==> src/rtl/s4ga_array.sv <==
// s4ga_array: streamed-configuration LUT array; each frame carries K input indices and a 2**K-bit mask.
// Optional macro S4GA_SYNC_EN selects two-phase evaluation (committed copy swapped once per sweep).
module s4ga_array #(
  parameter int unsigned N     = 16,
  parameter int unsigned K     = 4,
  parameter int unsigned SI_W  = 4,
  parameter int unsigned OUT_W = 8
) (
  input  logic                 clk,
  input  logic                 rst,
  input  logic                 si_valid,
  input  logic [SI_W-1:0]      si,
  output logic [OUT_W-1:0]     out,
  output logic [$clog2(N)-1:0] lut_idx,
  output logic                 sweep_done
);

  localparam int unsigned N_W       = $clog2(N);
  localparam int unsigned IDX_SPAN  = 1 << N_W;
  localparam int unsigned IDX_SEGS  = (N_W + SI_W - 1) / SI_W;
  localparam int unsigned MASK_W    = 1 << K;
  localparam int unsigned MASK_SEGS = (MASK_W + SI_W - 1) / SI_W;
  localparam int unsigned MAX_SEGS  = (IDX_SEGS > MASK_SEGS) ? IDX_SEGS : MASK_SEGS;
  localparam int unsigned SEG_W     = $clog2(MAX_SEGS) + 1;
  localparam int unsigned K_W       = $clog2(K + 1);
  localparam int unsigned SR_W      = (MAX_SEGS > 1) ? (MAX_SEGS - 1) * SI_W : SI_W;
  localparam int unsigned CAT_W     = SR_W + SI_W;

  logic [SR_W-1:0]     sr_q, sr_d;
  logic [K-1:0]        ins_q, ins_d;
  logic [N_W-1:0]      n_q, n_d;
  logic [K_W-1:0]      k_q, k_d;
  logic [SEG_W-1:0]    seg_q, seg_d;
  logic [N-1:0]        luts_q, luts_d;
  logic                done_q, done_d;
`ifdef S4GA_SYNC_EN
  logic [N-1:0]        cur_q, cur_d;
`endif

  logic [CAT_W-1:0]    cat;
  logic [N_W-1:0]      idx;
  logic [MASK_W-1:0]   mask;
  logic [N-1:0]        state;
  logic [IDX_SPAN-1:0] state_ext;
  logic                in_bit;
  logic                wr_bit;
  logic                idx_phase;
  logic                last_seg;
  logic                last_lut;

  // Field assembled from earlier beats plus the current one, MSB-first.
  assign cat  = {sr_q, si};
  assign idx  = cat[N_W-1:0];
  assign mask = cat[MASK_W-1:0];

`ifdef S4GA_SYNC_EN
  assign state = cur_q;
  assign out   = cur_q[OUT_W-1:0];
`else
  assign state = luts_q;
  assign out   = luts_q[OUT_W-1:0];
`endif

  // Indices beyond N-1 land in the zero padding and read as 0.
  always_comb begin
    state_ext        = '0;
    state_ext[N-1:0] = state;
  end

  assign in_bit     = state_ext[idx];
  assign wr_bit     = mask[ins_q];
  assign idx_phase  = (k_q != K_W'(K));
  assign last_seg   = idx_phase ? (seg_q == SEG_W'(IDX_SEGS - 1))
                                : (seg_q == SEG_W'(MASK_SEGS - 1));
  assign last_lut   = (n_q == N_W'(N - 1));
  assign lut_idx    = n_q;
  assign sweep_done = done_q;

  always_comb begin
    sr_d   = sr_q;
    ins_d  = ins_q;
    n_d    = n_q;
    k_d    = k_q;
    seg_d  = seg_q;
    luts_d = luts_q;
    done_d = 1'b0;
`ifdef S4GA_SYNC_EN
    cur_d  = cur_q;
`endif
    if (si_valid) begin
      sr_d = cat[SR_W-1:0];
      if (!last_seg) begin
        seg_d = seg_q + SEG_W'(1);
      end else begin
        seg_d = '0;
        if (idx_phase) begin
          ins_d = K'({ins_q, in_bit});
          k_d   = k_q + K_W'(1);
        end else begin
          k_d          = '0;
          luts_d[n_q]  = wr_bit;
          n_d          = last_lut ? '0 : n_q + N_W'(1);
          done_d       = last_lut;
`ifdef S4GA_SYNC_EN
          // Commit the whole sweep, including the LUT written this edge.
          if (last_lut) cur_d = luts_d;
`endif
        end
      end
    end
  end

  always_ff @(posedge clk) begin
    if (rst) begin
      sr_q   <= '0;
      ins_q  <= '0;
      n_q    <= '0;
      k_q    <= '0;
      seg_q  <= '0;
      luts_q <= '0;
      done_q <= 1'b0;
`ifdef S4GA_SYNC_EN
      cur_q  <= '0;
`endif
    end else begin
      sr_q   <= sr_d;
      ins_q  <= ins_d;
      n_q    <= n_d;
      k_q    <= k_d;
      seg_q  <= seg_d;
      luts_q <= luts_d;
      done_q <= done_d;
`ifdef S4GA_SYNC_EN
      cur_q  <= cur_d;
`endif
    end
  end

endmodule

==> config.mk <==
export PLATFORM = sky130hd
export DESIGN_NAME = s4ga_array
export DESIGN_NICKNAME = d
export VERILOG_FILES = /design/src/rtl/s4ga_array.sv
export SDC_FILE = /design/constraint.sdc
export NUM_CORES = 1
export LEC_CHECK = 0
export BUFFER_PORTS_ARGS = -buffer_cell sky130_fd_sc_hd__clkbuf_2
export CAP_MARGIN = 30
export CELL_PAD_IN_SITES_DETAIL_PLACEMENT = 2
export CELL_PAD_IN_SITES_GLOBAL_PLACEMENT = 2
export CORE_AREA = 2 2 63 125
export CTS_CLUSTER_SIZE = 16
export DETAILED_ROUTE_END_ITERATION = 8
export DIE_AREA = 0 0 65 127
export PLACE_DENSITY = 0.79
export SLEW_MARGIN = 20
export SYNTH_ARGS = -nofsm -noshare
export SYNTH_HDL_FRONTEND = slang
export SYNTH_SLANG_ARGS = --single-unit
==> constraint.sdc <==
create_clock -name clk -period 2.1 [get_ports clk]
set_input_delay 0.42 -clock clk [delete_from_list [all_inputs] [get_ports clk]]
set_output_delay 0.42 -clock clk [all_outputs]
set_load 0.05 [all_outputs]
### Word level (Yosys, flattened, before mapping)

Index checks and enable logic that the tools add are counted.

| word-level totals | value |
|---|---|
| flip-flop bits (word level) | 43 |

| cells by class | value |
|---|---|
| $add $sub $neg | 3 |
| $lt $le $gt $ge | 4 |
| equality and inequality tests | 3 |
| muxes and demuxes | 11 |
| bitwise operators | 3 |
| reduce and logical (&&, ||, !) cells | 6 |

Operator list:

| kind | number |
|---|---|
| 16-bit bitwise mux | 1 |
| 4-bit by 5-bit less-than comparator with 1-bit output (second input constant) | 3 |
| 1-bit binary-select mux with 4-bit select | 2 |
| 3-bit by 1-bit adder with 3-bit output (second input constant) | 2 |
| 3-bit 2-to-1 mux | 2 |
| 3-bit AND reduction | 2 |
| 4-bit by 1-bit adder with 4-bit output (second input constant) | 1 |
| 1-bit demux with 4-bit select | 1 |
| 4-bit == test (second input constant) | 1 |
| 4-bit by 1-bit >= comparator with 1-bit output (second input constant) | 1 |
| 1-bit 2-to-1 mux | 4 |
| 4-bit 2-to-1 mux | 1 |
| 4-bit OR reduction | 1 |
| 3-bit by 2-bit == test with 1-bit output (second input constant) | 1 |
| 3-bit zero test | 1 |
| 3-bit != test (second input constant) | 1 |
| 1-bit inverter | 3 |
| 2-bit AND reduction | 1 |
| 1-bit logical AND | 1 |

### Longest topological paths before layout

Gate-level depths: netlist of run 1.

| logic depth | value |
|---|---|
| word-level depth | 5 |
| mapped depth | 7 |

### Least setup slack after synthesis of run 1

Ideal clock, no wire load.

| path | value |
|---|---|
| path kind | register -> register |
| start | register n_q[0] (netlist: lut_idx[0]) |
| end | register luts_q[14] |
| arrival time | 1.853 ns |
| setup slack | 0.168 ns |
| cell stages (with the launch flop) | 8 |
| path buffers | 1 |
| clock period less this slack | 1.932 ns |
| cells stage by stage | dfxtp_1 > inv_1 > ha_1 > clkbuf_8 > nand3_1 > nor2_1 > or3b_2 > o211ai_1 |

| between the ends | value |
|---|---|
| longest elaborated chain between the ends | 5 |

Ends and longest elaborated chain:

| element | RTL line | text |
|---|---|---|
| from (decl) | 31 | `logic [N_W-1:0] n_q, n_d;` |
| from (signal assigned) | 128 | `n_q <= n_d;` |
| 4-bit by 5-bit less-than comparator with 1-bit output (implied by the code) / 4-bit by 1-bit >= comparator with 1-bit output (equally long branches) | 101 | `luts_d[n_q] = wr_bit;` |
| 1-bit logical AND (implied by the code) | 101 |  |
| 1-bit 2-to-1 mux (implied by the code) | 101 |  |
| 1-bit demux with 4-bit select * | 101 |  |
| 16-bit bitwise mux * | 101 |  |
| to (signal assigned) | 131 | `luts_q <= luts_d;` |
| to (decl) | 34 | `logic [N-1:0] luts_q, luts_d;` |

Mark *: on every way between the ends. The rest lies on a longest branch, timed or not.
A chain may end at the register's enable or synchronous reset.

### Worst setup path in the final report of run 1

| path | value |
|---|---|
| start | register seg_q[0] |
| end | register luts_q[9] |

| between the ends | value |
|---|---|
| longest elaborated chain between the ends | 3 |

Ends and longest elaborated chain:

| element | RTL line | text |
|---|---|---|
| from (decl) | 33 | `logic [SEG_W-1:0] seg_q, seg_d;` |
| from (signal assigned) | 130 | `seg_q <= seg_d;` |
| 3-bit by 2-bit == test with 1-bit output / 3-bit zero test (equally long branches) | 74, 73 |  |
| 1-bit 2-to-1 mux * | 73 | `assign last_seg = idx_phase ? (seg_q == SEG_W'(IDX_SEGS - 1))` |
| 3-bit AND reduction (no line) * | n/a |  |

Marked as above.

==> results of run 1 <==
==> registers in the layout (all words and copies together), names as in the netlist <==
name,flops
ins_q,4
k_q,3
lut_idx,4
luts_q,16
seg_q,3
sr_q,12
sweep_done,1
==> worst max-delay path: stages, from the launching register on <==
cell and delay (ns):
dfxtp_1 0.33, ha_1 0.23, ha_1 0.23, and4_1 0.27, and4b_1 0.27, or3b_2 0.46, nand3_1 0.13
==> logic make-up (layout without fill, tap and decap cells) <==
family                     Yosys count  in the layout  share of synthesized area
and+or+nand+nor                     81             81                     0.1678
AOI/OAI and AO/OA                   66             66                     0.2057
buffers and inverters               58             68                     0.1350
DFF                                 43             43                     0.3181
muxes                               30             30                     0.1207
adders and majority gates           10             10                    0.04623
xor gates and xnor gates             2              2                   0.006474
==> area by class of cell <==
class / count / area [µm²]
Clock buffer: 8 / 156.4
Fill cell: 838 / 4283
Inverter: 25 / 93.84
Multi-Input combinational cell: 189 / 1480
Sequential cell: 43 / 860.8
Tap cell: 92 / 115.1
Timing Repair Buffer: 35 / 222.7
==> synthesized netlist by cell type (8+ instances only) <==
master | n | area share
dfxtp_1 | 43 | 0.32
mux2i_1 | 27 | 0.10
nor2_1 | 26 | 0.036
inv_1 | 25 | 0.035
o211ai_1 | 20 | 0.055
nand3_1 | 19 | 0.035
o2111ai_1 | 12 | 0.039
nand2_1 | 11 | 0.015
ha_1 | 10 | 0.046
a211o_1 | 9 | 0.029
buf_4 | 8 | 0.022
==> path summary, 6_finish.rpt <==
path | from | end | slack [ns] | cells after the start
setup reg to reg | seg_q[0]$_SDFFE_PP0P_ | luts_q[9]$_SDFFE_PP0P_ | 0.1 | 6
setup / recovery | seg_q[0]$_SDFFE_PP0P_ | luts_q[9]$_SDFFE_PP0P_ | 0.1 | 6
hold / removal | si[3] | sr_q[3]$_SDFFE_PP0P_ | 0.48 | 3
hold reg to reg | k_q[1]$_SDFFE_PP0P_ | k_q[1]$_SDFFE_PP0P_ | 0.51 | 2
==> routing by layer <==
| layer | vias up | part of all wire | track usage |
|---|---|---|---|
| li1 | 1059 | - | - |
| met1 | 1126 | 0.36 | 0.2035 |
| met2 | 18 | 0.60 | 0.4275 |
| met3 | 11 | 0.011 | 0.02377 |
| met4 | 0 | 0.026 | 0.08010 |
| met5 | - | 0 | 0 |
==> per-stage QoR <==
step	std cells	power [µW]
2_1_floorplan	290	1010
3_3_place_gp	382	1058
3_5_place_dp	384	1071
4_1_cts	392	1909
5_1_grt	392	1960
6_report	392	1876
==> report_power, final <==
group	leakage, µW	internal (µW)	switching [µW]
registers	0.000348	835	16.4
clock network	0.0000772	507	320
logic	0.000646	73.0	125
==> summary by stage, run 1 <==
Timing
The maximum clock frequency is 498.8 MHz. The number of failing hold endpoints at the final stage is 0. The final critical-path setup slack is 0.09522 ns. Counting I/O delays and the setup requirement, the final critical path takes 2.005 ns. After routing, the total negative slack on setup checks comes to 0 ns. The worst pin sits at a relative slew slack of 0.5462. Setup violations remaining at the end of the flow were counted as 0.

On the final layout, the worst hold slack is 0.4767 ns. For the pin with the worst max-slew slack, the measured transition is 0.6807 ns. The number of pins with negative max-slew slack in the final report is 0. Setup repair after global routing left no endpoint under its margin. The part of the cycle the worst path needs is 0.9547. The worst clock skew is 0.004133 ns.

Clocking
The number of buffers inserted for hold repair after clock tree synthesis is 0. After clock tree synthesis, the clock-pin slew on the worst setup and hold paths is 0.06 ns. CTS built an H-tree with a depth of 2. The clock tree root buffer cell is clkbuf_16. For the worst-skew pair, the clock arrives at the later sink with an insertion delay of 0.29 ns.

The number of clock sinks seen by CTS is 43. The clock tree from TritonCTS is done. The maximum clock insertion buffer count is 2. After clock tree synthesis, the repair step resized 0 gates. The total clock buffers created by CTS is 5. The number of post-CTS setup repair buffers is 0.

Cells and area
The most common library cell in the layout ignoring fill and taps is dfxtp_1. The finished cells cover 2929 µm². In the final layout, the share of cells above drive strength 1 is 0.2100. Compared with the post-synthesis result, the final layout area differs by 8.229%. The final core utilization is 0.4061. The final layout net count is 316.

In the layout the commonest cells are dfxtp_1 (43), mux2i_1 (27), nor2_1 (26), inv_1 (25), o211ai_1 (20). The number of antenna diodes in the final layout is 0.

Drt
The first detailed-routing pass ran for 4 iterations. In the final routed layout, each cell accounts on average for 20.02 µm. The detailed-route vias per instance is 5.648. The first-iteration detailed-routing DRC count is 79.

The number of remaining DRC errors is 0. The routed via count is 2,214. The count of nets left with antenna violations once routing finished came out at 0. The routed design has 7847 µm of wire.

GRT
The initial antenna violation count was 0. The number of global-route vias before repair is 2,536. The first global-routing pass estimated 13,230 µm of wire. The total congestion overflow is 0.

The combined global-route utilization of all metal layers is 0.2099. Entering global routing, the biggest net connects 21 pins.

Placement
The placed instances occupy a cell area of 2773 µm². The congestion estimate from routability-driven global placement came to 0.7973. After legalization and detailed placement, the total HPWL measured 6017 µm. Port buffering added 19 buffers. The setup slack at placement is 0.1623 ns.

Critical path
The startpoint type of the worst setup path is a flip-flop. The largest fanout on the critical path is 6. The worst setup path is captured at a flip-flop. For the worst setup path, the data required time is 2.32 ns.

The arrival time of data at the critical path endpoint is 2.22 ns. The type of the setup path with the least slack is reg2reg.

Pwr
The power density over the cells is 640.5 nW/µm². The peak supply drop is 0.3241 mV. The leakage power summed over all cells is 0.001072 µW.

Synthesis
For this run, the leading register cell type out of synthesis is dfxtp_1. Yosys mapped a number of flops with a built-in enable equal to 0. The average instance in the mapped netlist occupies 9.332 µm². Counting every instance in the synthesized netlist gives 290. During synthesis, Yosys emitted a total of 0 warnings. The synthesized netlist net count is 307. The share of the Yosys chip area taken by registers is 0.3181. In this run the cell area of the synthesized design comes to 2706 µm². In this run, synthesis produced a sequential element count of 43. The number of different library cells in the post-synthesis netlist is 46. The share of async-settable or async-resettable flops after synthesis is 0.

Floorplanning
The number of placement rows is 44. The floorplan step set the die height to 127 µm. The initial utilization of the core area, before any placement, comes to 0.3753. The die span in x is 65 µm. The floorplan step defined a die boundary enclosing 8255 µm². The total area inside the core boundary comes to 7212 µm². The count of boundary I/O pins is 20.

Worst hold path
The worst hold path belongs to the class in2reg.

Flow run
The number of maximum-capacitance violations is 0.

Run status
The run finished with clean final reports.
(Power assumes the default switching activity.)
==> inputs of run 2 (changes only) <==
Settings changed: REMOVE_ABC_BUFFERS from default to 1.
==> summary by stage, run 2 (same netlist as run 1, synthesis figures left out) <==
Floorplanning
Pin placement for this block handled 20 I/O pins. The vertical die dimension is 127 µm. The effective utilization at floorplan is 0.3753. After floorplanning, the core was divided into 44 placement rows.

The die covers 8255 µm². The floorplan step defined a core boundary enclosing 7212 µm². The floorplan step set the die width to 65 µm.

Timing
At the pin with the least slew margin, the transition time is 0.6465 ns. Setup repair after global routing left no endpoint under its margin. The number of pins with negative max-slew slack in the final report came to 0. The headroom to the max-slew limit is 0.5690. The clock period could shrink to 1.961 ns.

The number of failing hold endpoints at the final stage was 0. Across the routed clock network, the largest skew measured is 0.004033 ns. The total of endpoints with negative setup slack in the final report is 0.

The accumulated negative setup slack is 0 ns. Based on the critical path, the design can be clocked at up to 509.9 MHz. Dividing the final minimum period by the clock period gives 0.9338.

Cells and area
The largest registers in the layout are luts_q x16, sr_q x12. Of the cells placed in the final design, the portion with a size suffix greater than 1 is 0.2100. Across the whole layout, storage elements account for 860.8 µm². The library cell used most frequently in the layout, excluding fill and tap cells, is dfxtp_1. From synthesis to final layout, the design area changed by 8.923%. The register with the most flip-flops in the final layout is luts_q. The final layout net count is 317.

The number of fillers in the final layout is 815. The register with the most flip-flops in the layout has 16 of them. The multi-input combinational cell area is 1480 µm². The number of diodes added for antenna fixing is 0. In the layout the commonest cells are dfxtp_1 (43), mux2i_1 (27), nor2_1 (26), inv_1 (25), o211ai_1 (20).

Critical path
STA classifies the critical path endpoint as a flip-flop. Along the worst path, the maximum fanout reaches 6. Data on the critical path is required at its endpoint by 2.33 ns.

Walking the worst path, the cells encountered are ha_1 > ha_1 > and4_1 > and4b_1 > or3b_2 > nand3_1. The type of the setup path with the least slack is reg2reg. The startpoint type of the worst setup path is a flip-flop.

Data on the critical path arrives at its endpoint at 2.19 ns. The library cell contributing the largest single delay on the critical path is or3b_2. The most numerous cell type found on the critical path is ha_1. The largest stage delay on the critical path is 0.44 ns.

The setup slack of the most critical reg-to-reg path is 0.14 ns.

Drt
The routed length on met1 is 2717 µm. The routed design uses 108 µm of met3 wire. Detailed routing placed a total of 4583 µm of wire on met2.

The detailed router used layers up to and including met4. The first TritonRoute pass finished after 4 iterations. The number of remaining DRC errors is 0. The routed wirelength normalized by instance count is 19.51 µm.

The first-iteration detailed-routing DRC count is 55. The detailed-route vias per instance is 5.722. Once detail routing completed, the nets flagged for antenna violations numbered 0. The routed via count is 2,243. The final layout contains routed wiring with a total length of 7649 µm.

GRT
Global routing finished with a remaining overflow of 0. The first global-routing pass estimated 12,850 µm of wire. The number of global-route vias before repair is 2,494. For this run, the total global-route usage over all layers was measured as 0.2041. Entering global routing, the biggest net connects 25 pins.

The initial antenna violation count is 0.

Clocking
TritonCTS built the clock tree. No sink is reached through more buffers than the 2 on the longest clock path. CTS saw 43 sinks.

The count of instances resized after the clock tree is built is 0. The clock tree synthesis step divided the H-tree into 2 levels. The insertion delay to the later sink of the worst-skew pair is 0.29 ns. In this run, CTS created clock tree buffers numbering 5.

Clock-pin slew was measured on the worst setup and hold paths at 0.06 ns. The clock tree root buffer cell is clkbuf_16.

Pwr
The combinational share of power is 0.103. Of the total power, registers draw 0.442. The power density over the cells is 653.1 nW/µm². The total design power is 1925 µW. The leakage power summed over all cells is 0.001078 µW. Of the total power, the share spent switching nets is 0.2395. The net switching component of the power is 461.1 µW. The share of power burned in the clock network is 0.455. The peak supply drop is 0.3279 mV. Internal power comes to 1464 µW.

Placement
At the end of routability-driven placement, the weighted congestion stood at 0.8281. The number of buffer cells added on primary ports is 19. Detailed placement finished with a half-perimeter wire length of 5741 µm.

Flow run
The number of maximum-capacitance violations is 0.

Run status
The flow ran to the end, and the final reports show no timing, DRC or antenna violations.

Worst hold path
The worst hold path belongs to the class in2reg.
run 2: changes by cell type in the layout (fill, tap and decap cells not counted), sizes merged:
cell and change:
clkbuf -2, buf +1, bufinv +1
run 2: per-layer routing:
metal / track usage / vias to the layer above
li1: - / 1063
met1: 0.1993 / 1148
met2: 0.4039 / 23
met3: 0.02465 / 9
met4: 0.09637 / 0
met5: 0 / -
run 2: path summary, 6_finish.rpt:
path                               from                     end  cells after the start
setup / recovery  seg_q[0]$_SDFFE_PP0P_  luts_q[9]$_SDFFE_PP0P_                      6
hold / removal                    si[3]    sr_q[3]$_SDFFE_PP0P_                      3
setup reg to reg  seg_q[0]$_SDFFE_PP0P_  luts_q[9]$_SDFFE_PP0P_                      6
hold reg to reg     k_q[0]$_SDFFE_PP0P_     k_q[0]$_SDFFE_PP0P_                      2
run 2: what timing repair did:
action	in CTS	in global routing
setup endpoints to repair	0	2
hold buffers	0	0
hold endpoints to repair	0	0
buffers inserted	0	1
run 2: area by class of cell:
| type | count | area share |
|---|---|---|
| inverter | 25 | 0.03183 |
| tap | 92 | 0.03905 |
| clock inverter | 1 | 0.01019 |
| multi-input combinational | 189 | 0.5021 |
| timing repair buffer | 36 | 0.08107 |
| sequential | 43 | 0.2920 |
| clock buffer | 6 | 0.04372 |
run 2: critical path, delay by kind of cell (launching register included):
kind	cells	cell delay, ns
adder cells (fa/ha/maj)	2	0.48
flip-flops	1	0.34
AND/OR/NAND/NOR	4	1.08
run 2: power by group through the flow:
stage / Clock, µW / Combinational (µW) / Sequential [µW]
final: 875 / 199 / 851
after global routing: 932 / 220 / 853
after CTS: 885 / 203 / 852
after detailed placement: 0 / 200 / 870
after global placement: 0 / 189 / 868
after floorplan: 0 / 105 / 868
run 2: through the flow:
stage          instances  setup slack (ns)  area [µm²]  hold WS (ns)    util
2_1_floorplan        257            0.1775        2435        0.4596       -
3_3_place_gp         382            0.2223        2750        0.4789  0.3813
3_5_place_dp         384            0.1512        2769        0.4953  0.3839
4_1_cts              391            0.1241        2928        0.4540  0.4060
5_1_grt              392           0.03313        2948        0.4785  0.4087
6_report             392            0.1389        2948        0.4584  0.4087
==> inputs of run 3 (changes only) <==
Settings changed: CORE_AREA 2 2 63 125 to 2 2 61 120, DIE_AREA 0 0 65 127 to 0 0 63 122, PLACE_DENSITY 0.79 to 0.85.
Clock period 2.1 ns to 2.4 ns, I/O delays scaled along.
==> summary by stage, run 3 (same netlist as run 1, synthesis figures left out) <==
Placement
Detailed placement ended at an HPWL of 5534 µm. The number of buffer cells added on primary ports is 19. The placer congestion estimate is 0.8390.

Worst hold path
The kind of path behind the tightest hold check is reg2reg.

Cells and area
The number of flip-flops under the largest register name is 16. In the final design database the tool counted 310 nets. The number of fillers in the final layout is 775.

The largest registers in the layout are luts_q x16, sr_q x12. The register with the highest flop count is luts_q. The number of diodes added for antenna fixing is 0.

In the layout the commonest cells are dfxtp_1 (43), mux2i_1 (27), nor2_1 (26), inv_1 (25), o211ai_1 (20). The library cell used most frequently in the layout, excluding fill and tap cells, is dfxtp_1. The synthesis-to-finish area growth is 6.935%. The fraction of layout cells with a size suffix above 1 is 0.1973.

Clocking
Once the clock tree was built, the resizer swapped 0 gates to a different size. The tree built by TritonCTS fans out to 43 sinks. The cell sitting at the root of the clock tree is a clkbuf_16.

The insertion delay to the later sink of the worst-skew pair is 0.29 ns. The number of buffers inserted for hold repair after clock tree synthesis is 0. TritonCTS built the clock tree. Clock-pin slew was measured on the worst setup and hold paths at 0.06 ns. The depth of the CTS H-tree is 2. No sink is reached through more buffers than the 2 on the longest clock path. The number of post-CTS setup repair buffers is 0.

The total clock buffers created by CTS is 5.

Pwr
The power density over the cells is 588.2 nW/µm². VDD sags by at most 0.3911 mV. The total design power is 1702 µW. The leakage power summed over all cells is 0.001047 µW.

GRT
The combined global-route utilization of all metal layers is 0.2233. The first global-routing pass estimated 13,400 µm of wire. The initial antenna violation count is 0. The number of global-route vias before repair is 2,565.

The total congestion overflow is 0. Entering global routing, the biggest net connects 44 pins.

Critical path
STA classifies the critical path endpoint as a flip-flop. By startpoint and endpoint, the worst setup path is classified as reg2reg. The startpoint type of the worst setup path is a flip-flop. The largest fanout on the critical path is 9. At the worst endpoint, the required time is 2.61 ns. The arrival time of data at the critical path endpoint is 2.21 ns.

Floorplanning
For this configuration, the core starts out at a cell density of 0.3961. In this run the core area contains 43 standard-cell rows. The vertical die dimension is 122 µm.

The die is 63 µm wide. After floorplanning, the core was sized to cover 6833 µm². The count of boundary I/O pins is 20. The die footprint is 7686 µm².

Drt
The detailed-routing iteration count for the pre-antenna-repair pass is 4. The total length of routed wires is 7932 µm. For this run, design rule violations remaining after detail routing come to 0. The routed via count is 2,245. The first routing iteration left 110 violations. After detailed routing, the average wire length per cell comes to 20.66 µm.

Dividing the detail-routed via count by the number of cells gives 5.846. The detail route stage leaves a number of antenna-violating nets equal to 0.

Timing
Setup repair after global routing left no endpoint under its margin. The headroom to the max-slew limit is 0.4494. Of the available clock period, the critical path in the final layout requires 0.8339.

Setup violations remaining at the end of the flow were counted as 0. The number of pins with negative max-slew slack in the final report came to 0. The number of failing hold endpoints at the final stage is 0. The slew at the pin closest to its max-slew limit is 0.8260 ns. The accumulated negative setup slack is 0 ns. Timing would allow up to 499.7 MHz. The worst clock skew is 0.004217 ns. The minimum hold slack is 0.5083 ns. After layout, the minimum clock period comes to 2.001 ns.

Run status
The flow ran to the end, and the final reports show no timing, DRC or antenna violations.

Flow run
The number of maximum-capacitance violations is 0.
## run 3: layer usage
| metal | vias to the layer above | wire length, µm | track usage |
|---|---|---|---|
| met5 | - | 0 | 0 |
| met4 | 0 | 244 | 0.1056 |
| met3 | 21 | 222 | 0.03047 |
| met2 | 44 | 4327 | 0.4142 |
| met1 | 1127 | 3137 | 0.2455 |
| li1 | 1053 | - | - |
## run 3: final cells by class
cell class	instances	area (µm²)	share of cell area
Tap cell	90	112.6	0.03891
Inverter	25	93.84	0.03243
Clock buffer	5	125.1	0.04323
Timing Repair Buffer	29	177.7	0.06139
Clock inverter	3	43.79	0.01513
Multi-Input combinational cell	189	1480	0.5115
Sequential cell	43	860.8	0.2974
## run 3: worst max-delay path, stage by stage (launching register included)
cell and delay, ns:
dfxtp_1 0.53, inv_1 0.15, o32ai_2 0.75, buf_6 0.23, o2111ai_1 0.12, o211ai_1 0.14
## run 3: where the power goes
group          internal, µW  total [µW]  switching [µW]
registers               731         746            15.9
clock network           491         787             296
logic                  59.8         168             109
## run 3: final timing paths
path	from	endpoint	slack (ns)	depth (start not counted)
max	ins_q[1]$_SDFFE_PP0P_	luts_q[0]$_SDFFE_PP0P_	0.40	5
min	k_q[1]$_SDFFE_PP0P_	k_q[1]$_SDFFE_PP0P_	0.51	2
max reg2reg	ins_q[1]$_SDFFE_PP0P_	luts_q[0]$_SDFFE_PP0P_	0.40	5
min reg2reg	k_q[1]$_SDFFE_PP0P_	k_q[1]$_SDFFE_PP0P_	0.51	2
## run 3: stage by stage
step           utilization  setup WS (ns)  cells  area [µm²]
2_1_floorplan            -         0.4775    257        2435
3_3_place_gp        0.3944         0.3930    373        2695
3_5_place_dp        0.3988         0.4686    376        2725
4_1_cts             0.4235         0.4244    384        2894
5_1_grt             0.4235         0.2845    384        2894
6_report            0.4235         0.3987    384        2894
